`config.mk`:
```
export PLATFORM = sky130hd
export DESIGN_NAME = qeciphy_tx_lanemux
export DESIGN_NICKNAME = d
export VERILOG_FILES = /design/src/rtl/qeciphy_tx_pkg.sv /design/src/rtl/qeciphy_sync_fifo.sv /design/src/rtl/qeciphy_tx_lanemux.sv
export SDC_FILE = /design/constraint.sdc
export NUM_CORES = 2
export LEC_CHECK = 0
export BUFFER_PORTS_ARGS = -buffer_cell sky130_fd_sc_hd__buf_2
export CAP_MARGIN = 20
export CORE_ASPECT_RATIO = 0.75
export CORE_MARGIN = 2
export CORE_UTILIZATION = 37
export CTS_BUF_LIST = sky130_fd_sc_hd__clkbuf_4
export DETAILED_ROUTE_END_ITERATION = 12
export PLACE_DENSITY = 0.56
export SLEW_MARGIN = 20
export SYNTH_ARGS = -nofsm -noshare
export SYNTH_HDL_FRONTEND = slang
export SYNTH_SLANG_ARGS = --single-unit
export TNS_END_PERCENT = 30
```
`constraint.sdc`:
```
create_clock -name tx_clk -period 8.85 [get_ports tx_clk]
set_clock_uncertainty 0.2 [all_clocks]
set_input_delay 0.885 -clock tx_clk [delete_from_list [all_inputs] [get_ports tx_clk]]
set_output_delay 0.885 -clock tx_clk [all_outputs]
set_load 0.01 [all_outputs]
```
`src/rtl/qeciphy_tx_pkg.sv`:
```
// Shared types for the QECIPHY TX lane multiplexer.
// Holds the link FSM state encoding, beat counter width and small sizing helpers.
// Imported by the lane mux top; the FIFO sub-module has no dependency on it.
package qeciphy_tx_pkg;

  // Link state: RUN passes traffic, DRAIN flushes buffers, HALT is powered-down idle
  typedef enum logic [1:0] {
    ST_RUN   = 2'd0,
    ST_DRAIN = 2'd1,
    ST_HALT  = 2'd2
  } tx_state_t;

  // Width of each per-lane sent-beat counter
  localparam int BEAT_CNT_W = 32;

  // Channel-id width; a single lane still carries a 1-bit id tied to zero
  function automatic int ch_id_w(input int num_ch);
    return (num_ch > 1) ? $clog2(num_ch) : 1;
  endfunction

endpackage

```
`src/rtl/qeciphy_sync_fifo.sv`:
```
// Single-clock show-ahead FIFO, depth 2**FIFO_AW, one lane of the TX mux.
// Latency: a write is visible on rdata/empty the cycle after it; no write-to-read bypass.
// Backpressure: full/empty derive from the registered count; writes when full and reads when empty are ignored.
module qeciphy_sync_fifo #(
  parameter int DATA_WIDTH = 64,
  parameter int FIFO_AW    = 4
) (
  input  logic                  clk,
  input  logic                  rst,
  input  logic                  wen,
  input  logic [DATA_WIDTH-1:0] wdata,
  input  logic                  ren,
  output logic [DATA_WIDTH-1:0] rdata,
  output logic                  full,
  output logic                  empty,
  output logic [FIFO_AW:0]      count
);

  localparam int DEPTH = 1 << FIFO_AW;

  logic [DATA_WIDTH-1:0] mem [DEPTH];
  logic [FIFO_AW-1:0]    wr_ptr;
  logic [FIFO_AW-1:0]    rd_ptr;
  logic                  do_wr;
  logic                  do_rd;

  assign full  = (count == (FIFO_AW + 1)'(DEPTH));
  assign empty = (count == '0);
  assign do_wr = wen & ~full;
  assign do_rd = ren & ~empty;

  // Head entry is presented combinationally so the arbiter can load it directly
  assign rdata = mem[rd_ptr];

  // Storage array; contents need no reset because count gates every read
  always_ff @(posedge clk) begin
    if (do_wr) begin
      mem[wr_ptr] <= wdata;
    end
  end

  // Pointers and occupancy; reset discards everything at once
  always_ff @(posedge clk or posedge rst) begin
    if (rst) begin
      wr_ptr <= '0;
      rd_ptr <= '0;
      count  <= '0;
    end else begin
      if (do_wr) begin
        wr_ptr <= wr_ptr + FIFO_AW'(1);
      end
      if (do_rd) begin
        rd_ptr <= rd_ptr + FIFO_AW'(1);
      end
      case ({do_wr, do_rd})
        2'b10:   count <= count + (FIFO_AW + 1)'(1);
        2'b01:   count <= count - (FIFO_AW + 1)'(1);
        default: count <= count;
      endcase
    end
  end

endmodule

```
`src/rtl/qeciphy_tx_lanemux.sv`:
```
// Round-robin aggregator of NUM_CH valid/ready lanes into one channel-tagged beat stream.
// Latency: beat accepted at edge k is on o_data/o_valid after edge k+1 (idle output, lane wins).
// Backpressure: per-lane FIFO full or link gate drops o_ready; output holds while o_valid & ~i_ready.
// Optional per-lane beat counters are built when QECIPHY_TX_STATS_EN is defined.
module qeciphy_tx_lanemux
  import qeciphy_tx_pkg::*;
#(
  parameter int NUM_CH     = 4,
  parameter int DATA_WIDTH = 64,
  parameter int FIFO_AW    = 4
) (
  input  logic                           tx_clk,
  input  logic                           tx_rst,
  input  logic [NUM_CH*DATA_WIDTH-1:0]   i_data,
  input  logic [NUM_CH-1:0]              i_valid,
  output logic [NUM_CH-1:0]              o_ready,
  input  logic                           i_remote_rx_rdy,
  input  logic                           i_pd_req,
  input  logic                           i_pd_ack,
  output logic [DATA_WIDTH-1:0]          o_data,
  output logic [ch_id_w(NUM_CH)-1:0]     o_ch_id,
  output logic                           o_valid,
  input  logic                           i_ready,
  output logic                           o_drained,
  input  logic                           i_stats_clr,
  output logic [NUM_CH*BEAT_CNT_W-1:0]   o_beat_cnt
);

  localparam int CH_W = ch_id_w(NUM_CH);

  tx_state_t             state;
  logic                  gate;
  logic [NUM_CH-1:0]     fifo_full;
  logic [NUM_CH-1:0]     fifo_empty;
  logic [NUM_CH-1:0]     fifo_wen;
  logic [NUM_CH-1:0]     fifo_ren;
  logic [DATA_WIDTH-1:0] fifo_rdata [NUM_CH];
  logic [FIFO_AW:0]      fifo_count_unused [NUM_CH];
  logic                  all_empty;
  logic [CH_W-1:0]       rr_ptr;
  logic [CH_W-1:0]       grant_idx;
  logic [CH_W-1:0]       cand_idx;
  logic                  grant_vld;
  logic                  out_load;
  int                    cand;

  // Input gate uses the registered state, so a power-down request only
  // affects the handshake through its own combinational term
  assign gate      = i_remote_rx_rdy & ~i_pd_req & ~i_pd_ack & (state == ST_RUN);
  assign o_ready   = ~fifo_full & {NUM_CH{gate & ~tx_rst}};
  assign fifo_wen  = i_valid & o_ready;
  assign all_empty = &fifo_empty;

  // Output register accepts a new beat whenever it is free or being consumed
  assign out_load  = (~o_valid | i_ready) & grant_vld;

  genvar c;
  generate
    for (c = 0; c < NUM_CH; c++) begin : g_lane
      qeciphy_sync_fifo #(
        .DATA_WIDTH (DATA_WIDTH),
        .FIFO_AW    (FIFO_AW)
      ) u_fifo (
        .clk   (tx_clk),
        .rst   (tx_rst),
        .wen   (fifo_wen[c]),
        .wdata (i_data[c*DATA_WIDTH +: DATA_WIDTH]),
        .ren   (fifo_ren[c]),
        .rdata (fifo_rdata[c]),
        .full  (fifo_full[c]),
        .empty (fifo_empty[c]),
        .count (fifo_count_unused[c])
      );
    end
  endgenerate

  // Round-robin search: first non-empty lane at or after rr_ptr, wrapping
  always_comb begin
    grant_vld = 1'b0;
    grant_idx = '0;
    cand      = 0;
    cand_idx  = '0;
    for (int i = 0; i < NUM_CH; i++) begin
      cand = int'(rr_ptr) + i;
      if (cand >= NUM_CH) begin
        cand = cand - NUM_CH;
      end
      cand_idx = CH_W'(cand);
      if (!grant_vld && !fifo_empty[cand_idx]) begin
        grant_vld = 1'b1;
        grant_idx = cand_idx;
      end
    end
  end

  // Pop only the granted lane, and only when the output stage takes its beat
  always_comb begin
    fifo_ren = '0;
    if (out_load) begin
      fifo_ren[grant_idx] = 1'b1;
    end
  end

  // Registered output stage and arbiter pointer; pointer moves past each winner
  always_ff @(posedge tx_clk or posedge tx_rst) begin
    if (tx_rst) begin
      o_valid <= 1'b0;
      o_data  <= '0;
      o_ch_id <= '0;
      rr_ptr  <= '0;
    end else if (out_load) begin
      o_valid <= 1'b1;
      o_data  <= fifo_rdata[grant_idx];
      o_ch_id <= grant_idx;
      rr_ptr  <= (grant_idx == CH_W'(NUM_CH - 1)) ? '0 : grant_idx + CH_W'(1);
    end else if (i_ready) begin
      o_valid <= 1'b0;
    end
  end

  // Link FSM: power-down blocks inputs, lets buffered beats drain, then halts
  always_ff @(posedge tx_clk or posedge tx_rst) begin
    if (tx_rst) begin
      state     <= ST_RUN;
      o_drained <= 1'b0;
    end else begin
      case (state)
        ST_RUN: begin
          if (i_pd_req) begin
            state <= ST_DRAIN;
          end
        end
        ST_DRAIN: begin
          // A dropped request does not abort the drain; HALT is always visited
          if (all_empty && !o_valid) begin
            state     <= ST_HALT;
            o_drained <= 1'b1;
          end
        end
        ST_HALT: begin
          if (!i_pd_req && !i_pd_ack) begin
            state     <= ST_RUN;
            o_drained <= 1'b0;
          end
        end
        default: begin
          state     <= ST_RUN;
          o_drained <= 1'b0;
        end
      endcase
    end
  end

`ifdef QECIPHY_TX_STATS_EN
  logic [BEAT_CNT_W-1:0] beat_cnt [NUM_CH];
  logic                  beat_fire;

  assign beat_fire = o_valid & i_ready;

  // Per-lane sent-beat counters; clear takes priority over a same-cycle beat
  always_ff @(posedge tx_clk or posedge tx_rst) begin
    if (tx_rst) begin
      for (int i = 0; i < NUM_CH; i++) begin
        beat_cnt[i] <= '0;
      end
    end else if (i_stats_clr) begin
      for (int i = 0; i < NUM_CH; i++) begin
        beat_cnt[i] <= '0;
      end
    end else if (beat_fire) begin
      beat_cnt[o_ch_id] <= beat_cnt[o_ch_id] + BEAT_CNT_W'(1);
    end
  end

  genvar s;
  generate
    for (s = 0; s < NUM_CH; s++) begin : g_stats
      assign o_beat_cnt[s*BEAT_CNT_W +: BEAT_CNT_W] = beat_cnt[s];
    end
  endgenerate
`else
  logic unused_stats_clr;

  assign o_beat_cnt       = '0;
  assign unused_stats_clr = i_stats_clr;
`endif

endmodule
```
Word level (Yosys, flattened, before mapping):

Memories as Yosys holds them, arrays and structs flattened.
Cells that the tools add are included.

* register bits after elaboration: 124
* memory bits (writable): 4096
* output and inout port bits: 200
* memories: 4

Memory list
* g_lane[0].u_fifo.mem: words 16, width 64, read ports 1, clocked after memory_dff 0, write ports 1, line qeciphy_sync_fifo.sv:21 `logic [DATA_WIDTH-1:0] mem [DEPTH];`
* g_lane[1].u_fifo.mem: words 16, width 64, read ports 1, clocked after memory_dff 0, write ports 1, line qeciphy_sync_fifo.sv:21
* g_lane[2].u_fifo.mem: words 16, width 64, read ports 1, clocked after memory_dff 0, write ports 1, line qeciphy_sync_fifo.sv:21
* g_lane[3].u_fifo.mem: words 16, width 64, read ports 1, clocked after memory_dff 0, write ports 1, line qeciphy_sync_fifo.sv:21

* add/sub/neg operators: 24
* magnitude comparators: 11
* eq/ne operators: 18
* mux-type cells: 48
* bitwise operators: 31
* reductions and logical operators: 27

Operator list (number)
* 64-bit binary-select mux with 2-bit select: 1
* 64-bit 2-to-1 mux: 2
* 5-bit case mux with 2 select lines: 4
* 4-bit by 1-bit adder with 4-bit output, second input constant: 8
* 2-bit 2-to-1 mux: 12
* 1-bit 2-to-1 mux: 21
* 5-bit by 1-bit adder with 5-bit output, second input constant: 4
* 5-bit == test, second input constant: 4
* 5-bit zero test: 4
* 5-bit by 1-bit subtractor with 5-bit output, second input constant: 4
* 2-bit by 3-bit less-than comparator with 1-bit output, second input constant: 5
* 1-bit AND: 13
* 1-bit NOT: 13
* 2-bit == test, second input constant: 6
* 3-bit >= comparator, second input constant: 4
* 2-bit by 1-bit == test with 1-bit output, second input constant: 5
* 2-bit nonzero test: 5
* 4-bit AND: 2
* 1-bit binary-select mux with 2-bit select: 4
* 1-bit zero test: 8
* 2-bit by 1-bit subtractor with 2-bit output, second input constant: 4
* 2-bit by 2-bit adder with 3-bit output, second input constant: 2
* 1-bit logical AND: 6
* 2-bit != test, second input constant: 3
* other kinds (14): 15

Longest topological paths before layout:

* depth in word-level cells: 22
* mapped depth: 18
* gate-level depth less buffers: 16

Cells and area by module:

From an unflattened synthesis, not the netlist that was laid out.

* cells, all modules: 8559
* area, all modules: 165671.4 um^2

Modules (own cells, without submodules)
* qeciphy_sync_fifo at g_lane[1].u_fifo ...: times used 3, cells an instance 1994, area each 40062.2 um^2
* qeciphy_sync_fifo at g_lane[0].u_fifo: times used 1, cells an instance 1994, area each 40022.1 um^2
* qeciphy_tx_lanemux: times used 1, cells an instance 583, area each 5462.7 um^2

Least setup slack after synthesis:

No wires, ideal clock.

* kind: in2reg
* start point: in tx_rst
* end point: mem g_lane[0].u_fifo.mem[3][0] (enable)
* library setup time: 644 ps
* arrival time: 8445 ps
* data required time: 8006 ps
* path slack: -439 ps
* stages: 5
* buffers on the path: 1
* cell sequence: or4b_2 a211oi_1 nand2_1 buf_1 nor4_1

* longest elaborated chain between the ends: 7

RTL lines
* from (decl): line qeciphy_tx_lanemux.sv:13 `input logic tx_rst,`
* 1-bit NOT: line qeciphy_tx_lanemux.sv:50 `assign o_ready = ~fifo_full & {NUM_CH{gate & ~tx_rst}};`
* 1-bit AND: line qeciphy_tx_lanemux.sv:50
* 4-bit AND: line qeciphy_tx_lanemux.sv:50
* named net o_ready[0]: line qeciphy_tx_lanemux.sv:16 `output logic [NUM_CH-1:0] o_ready,`
* 4-bit AND: line qeciphy_tx_lanemux.sv:51 `assign fifo_wen = i_valid & o_ready;`
* 1-bit AND: line qeciphy_sync_fifo.sv:29 `assign do_wr = wen & ~full;`
* 1-bit 2-to-1 mux: line qeciphy_sync_fifo.sv:37 `if (do_wr) begin`
* 1-bit 2-to-1 mux (not written as such): line qeciphy_sync_fifo.sv:38 `mem[wr_ptr] <= wdata;`
* to (decl): line qeciphy_sync_fifo.sv:21

The timed path passes the listed nets, and every way through them passes these cells.

Worst setup path in the final report:

* start point: reg state[0]
* end point: mem g_lane[1].u_fifo.mem[14][32] (enable)

* longest elaborated chain between the ends: 8

RTL lines
* from (decl): line qeciphy_tx_lanemux.sv:31 `tx_state_t state;`
* from (signal assigned): line qeciphy_tx_lanemux.sv:124 `state <= ST_RUN;`
* from (signal assigned): line qeciphy_tx_lanemux.sv:130 `state <= ST_DRAIN;`
* from (signal assigned): line qeciphy_tx_lanemux.sv:136 `state <= ST_HALT;`
* 2-bit zero test: line qeciphy_tx_lanemux.sv:49 `assign gate = i_remote_rx_rdy & ~i_pd_req & ~i_pd_ack & (state == ST_RUN);`
* 1-bit AND: line qeciphy_tx_lanemux.sv:49
* 1-bit AND: line qeciphy_tx_lanemux.sv:50
* 4-bit AND: line qeciphy_tx_lanemux.sv:50
* 4-bit AND: line qeciphy_tx_lanemux.sv:51
* 1-bit AND: line qeciphy_sync_fifo.sv:29
* 1-bit 2-to-1 mux: line qeciphy_sync_fifo.sv:37
* 1-bit 2-to-1 mux (not written as such): line qeciphy_sync_fifo.sv:38
* to (decl): line qeciphy_sync_fifo.sv:21

No other way between the ends.

==> out/metrics.csv <==
stage,metric,value,unit
synthesis,Yosys top cell by area,edfxtp_1,
synthesis,Commonest cells post-synth,"edfxtp_1 (4,096), mux4_2 (1,150), clkbuf_1 (245)",
global_routing,largest net degree at the start of global routing,129,
cells_and_area,design area,189000,um^2
global_routing,initial antenna violation count,128,
floorplanning,Die Y,576,um
clock_network,CTS Buffer Depth,5,
synthesis,Synth top area share,0.761,
sta,setup_tns,0,ps
worst_setup_path,Crit. End Element,register,
clock_network,clock transition at the registers of the reported paths,70,ps
clock_network,root buf cell,clkbuf_4,
clock_network,CTS tree,done,
drt,via count,81400,
clock_network,PostCTS Resize Cnt,0,
drt,drt drc,0,
min_path,Hold Crit Class,input pin to async pin,
synthesis,yosys warns,0,
flow_run,MaxCap Viol Count,0,
worst_setup_path,CP Class,register to register,
clock_network,H-tree depth,7,
clock_network,"Hold-fix buffers, CTS",524,
cells_and_area,# fillers,37800,
power_and_ir_drop,power after layout,54.3,mW
sta,Final Slew Violations,0,
power_and_ir_drop,power per standard cell area,288,nW/um^2
cells_and_area,fin nets,8916,
floorplanning,Initial Util,0.371,
floorplanning,die footprint,442000,um^2
synthesis,"flops & latches, synth",4220,
status,status,"complete, no violations",
worst_setup_path,Worst Setup EP,g_lane[1].u_fifo.mem[14][32],
global_routing,GRT met2 Usage,0.309,
synthesis,dominant cells by area after synthesis,"edfxtp_1 (76%), mux4_2 (16%), dfrtp_1 (1.9%)",
global_routing,first-pass GRT wire length,618000,um
power_and_ir_drop,worst vdd ir,255,uV
floorplanning,Core Region,436000,um^2
synthesis,prevailing post-synth register cell,edfxtp_1,
clock_network,Clock Sinks,4220,
drt,DRT iter0 DRCs,9151,
floorplanning,io pins,467,
global_routing,vias in the first global route,83800,
synthesis,cells after synthesis,6824,
synthesis,Yosys cell types,60,
worst_setup_path,CP Launch Type,register,
sta,"Hold Vio Cnt, Final",0,
global_routing,GR Overflow Total,0,
clock_network,clock buffer count from CTS,1111,
sta,min Tclk post-route,5840,ps
power_and_ir_drop,Lkg Pwr,61.1,nW
global_routing,GR met1 Demand/Resource,0.268,
worst_setup_path,CP Launch Point,state[0],
worst_setup_path,worst-path maximum fanout,46,
sta,RSZ-0062 raised after global routing,false,
drt,via density per instance,5.38,
cells_and_area,share of layout cells above drive strength 1,0.369,
sta,Slew @ Worst Pin,1260,ps
synthesis,Synth Cell Area,162000,um^2
sta,Max Clk Rate,171,MHz
worst_setup_path,worst r2r dst,g_lane[1].u_fifo.mem[14][32],
global_routing,busiest grt layer,met2,
drt,WL per Instance,29.2,um
floorplanning,Die X,767,um
worst_setup_path,cells on worst reg2reg path,7,
global_routing,GRT Total Usage,0.199,
synthesis,synthesized area per cell,23.7,um^2
floorplanning,floorplan row count,210,
global_routing,met3 Resource Use GR,0.0469,
sta,Final period util,0.660,
place,dpl cell area,171000,um^2
clock_network,worst-skew pair later-pin latency,1730,ps
place,Buffers on Ports,337,
synthesis,cell with the most instances after synthesis,edfxtp_1,
synthesis,Post-synth EDFFs,4096,
place,Detailed Place HPWL,252000,um
place,GPL Wtd Cong,0.836,
worst_setup_path,"Req. time, crit path",9850,ps
worst_setup_path,arrival time at the worst endpoint,6850,ps
sta,relative slew slack,0.160,
synthesis,fraction of registers with async set/reset,0.0294,
worst_setup_path,reg2reg start,state[0],
cells_and_area,area grow syn2layout,16.8,%
drt,Post-Route WL,441000,um
sta,hold_ws,263,ps
sta,Setup-failing EPs final,0,
synthesis,"Seq/Total Area, Yosys",0.780,
drt,final antenna-violating net count,0,
worst_setup_path,worst reg2reg setup slack,3010,ps
drt,DR pass1 iterations,6,
cells_and_area,Util after Layout,0.433,
clock_network,postcts setup bufs,0,
worst max-delay path: stages, from the launching register on:
cell	delay, ps
dfrtp_1	410
or4b_2	860
a211oi_2	820
nand2_1	840
nor2_1	370
nand2_1	290
nor2_4	680
buf_4	840
how the worst min path moves through the flow:
| stage | start | endpoint | slack [ps] | depth (start not counted) |
|---|---|---|---|---|
| after floorplan | state[1] | state[0] | 260 | 1 |
| after global placement | state[1] | state[0] | 280 | 1 |
| after detailed placement | state[1] | state[0] | 290 | 1 |
| after CTS | tx_rst | o_data[63] | 80 | 4 |
| after global routing | tx_rst | o_drained | 220 | 4 |
| final | tx_rst | o_drained | 260 | 4 |
layout make-up:
cell class / instances / area [um^2] / share of cell area
diodes: 41 / 103 / 0.000544
clock buffers: 1565 / 11700 / 0.0623
flip-flops and latches: 4220 / 126000 / 0.668
well taps: 5830 / 7290 / 0.0387
multi-input cells: 2174 / 33700 / 0.179
repair buffers: 1058 / 8630 / 0.0457
clock inverters: 178 / 897 / 0.00475
inverters: 43 / 166 / 0.000882
logic make-up (layout without fill, tap and decap cells):
kind of cell,Yosys count,in the layout,synth area share
AO/OA/AOI/OAI,498,498,0.0237
XOR/XNOR,44,44,0.00238
adder cells (fa/ha/maj),41,41,0.00336
buffers and inverters,557,2844,0.0172
flip-flops,4220,4220,0.780
multiplexers,1225,1225,0.165
other,1,169,0.0000232
AND/OR/NAND/NOR,238,238,0.00814
sequential cells by signal (all words and copies together) (netlist names):
register              count
g_lane.u_fifo.count      20
g_lane.u_fifo.mem      4096
g_lane.u_fifo.rd_ptr     16
g_lane.u_fifo.wr_ptr     16
o_ch_id                   2
o_data                   64
o_drained                 1
o_valid                   1
rr_ptr                    2
state                     2
report_power, final:
part           internal, mW  switching [mW]  total, mW  leakage [nW]
combinational          6.74            8.88       15.6          15.1
clock                  8.27            7.56       15.8          7.65
sequential             22.1           0.730       22.9          38.3
total                  37.2            17.2       54.3          61.1
placed cells by master, fill, tap and decap left out, types with 41 or more instances in the layout:
master         count
edfxtp_1        4096
clkbuf_4        1565
mux4_2          1150
dlygate4sd3_1    524
buf_2            342
buf_4            174
clkinv_1         142
conb_1           128
a22o_1           126
a221oi_1         126
dfrtp_1          112
o21ai_0           79
a21oi_1           72
nand3_1           68
a221o_1           63
mux2i_1           61
diode_2           41
inv_1             41
metrics by stage:
step	std cells	setup WS, ps
floorplan	6951	-439
global route	15100	2950
detailed placement	12800	2460
global placement	12800	2500
CTS	15100	2980
finish	15100	3010
routing by layer:
metal / part of all wire / vias up / routed length [um]
met5: 0.00047 / - / 207
met4: 0.036 / 38 / 15900
met3: 0.077 / 776 / 34000
met2: 0.47 / 3710 / 209000
met1: 0.41 / 43400 / 182000
li1: - / 33400 / -
(Power assumes the default switching activity.)
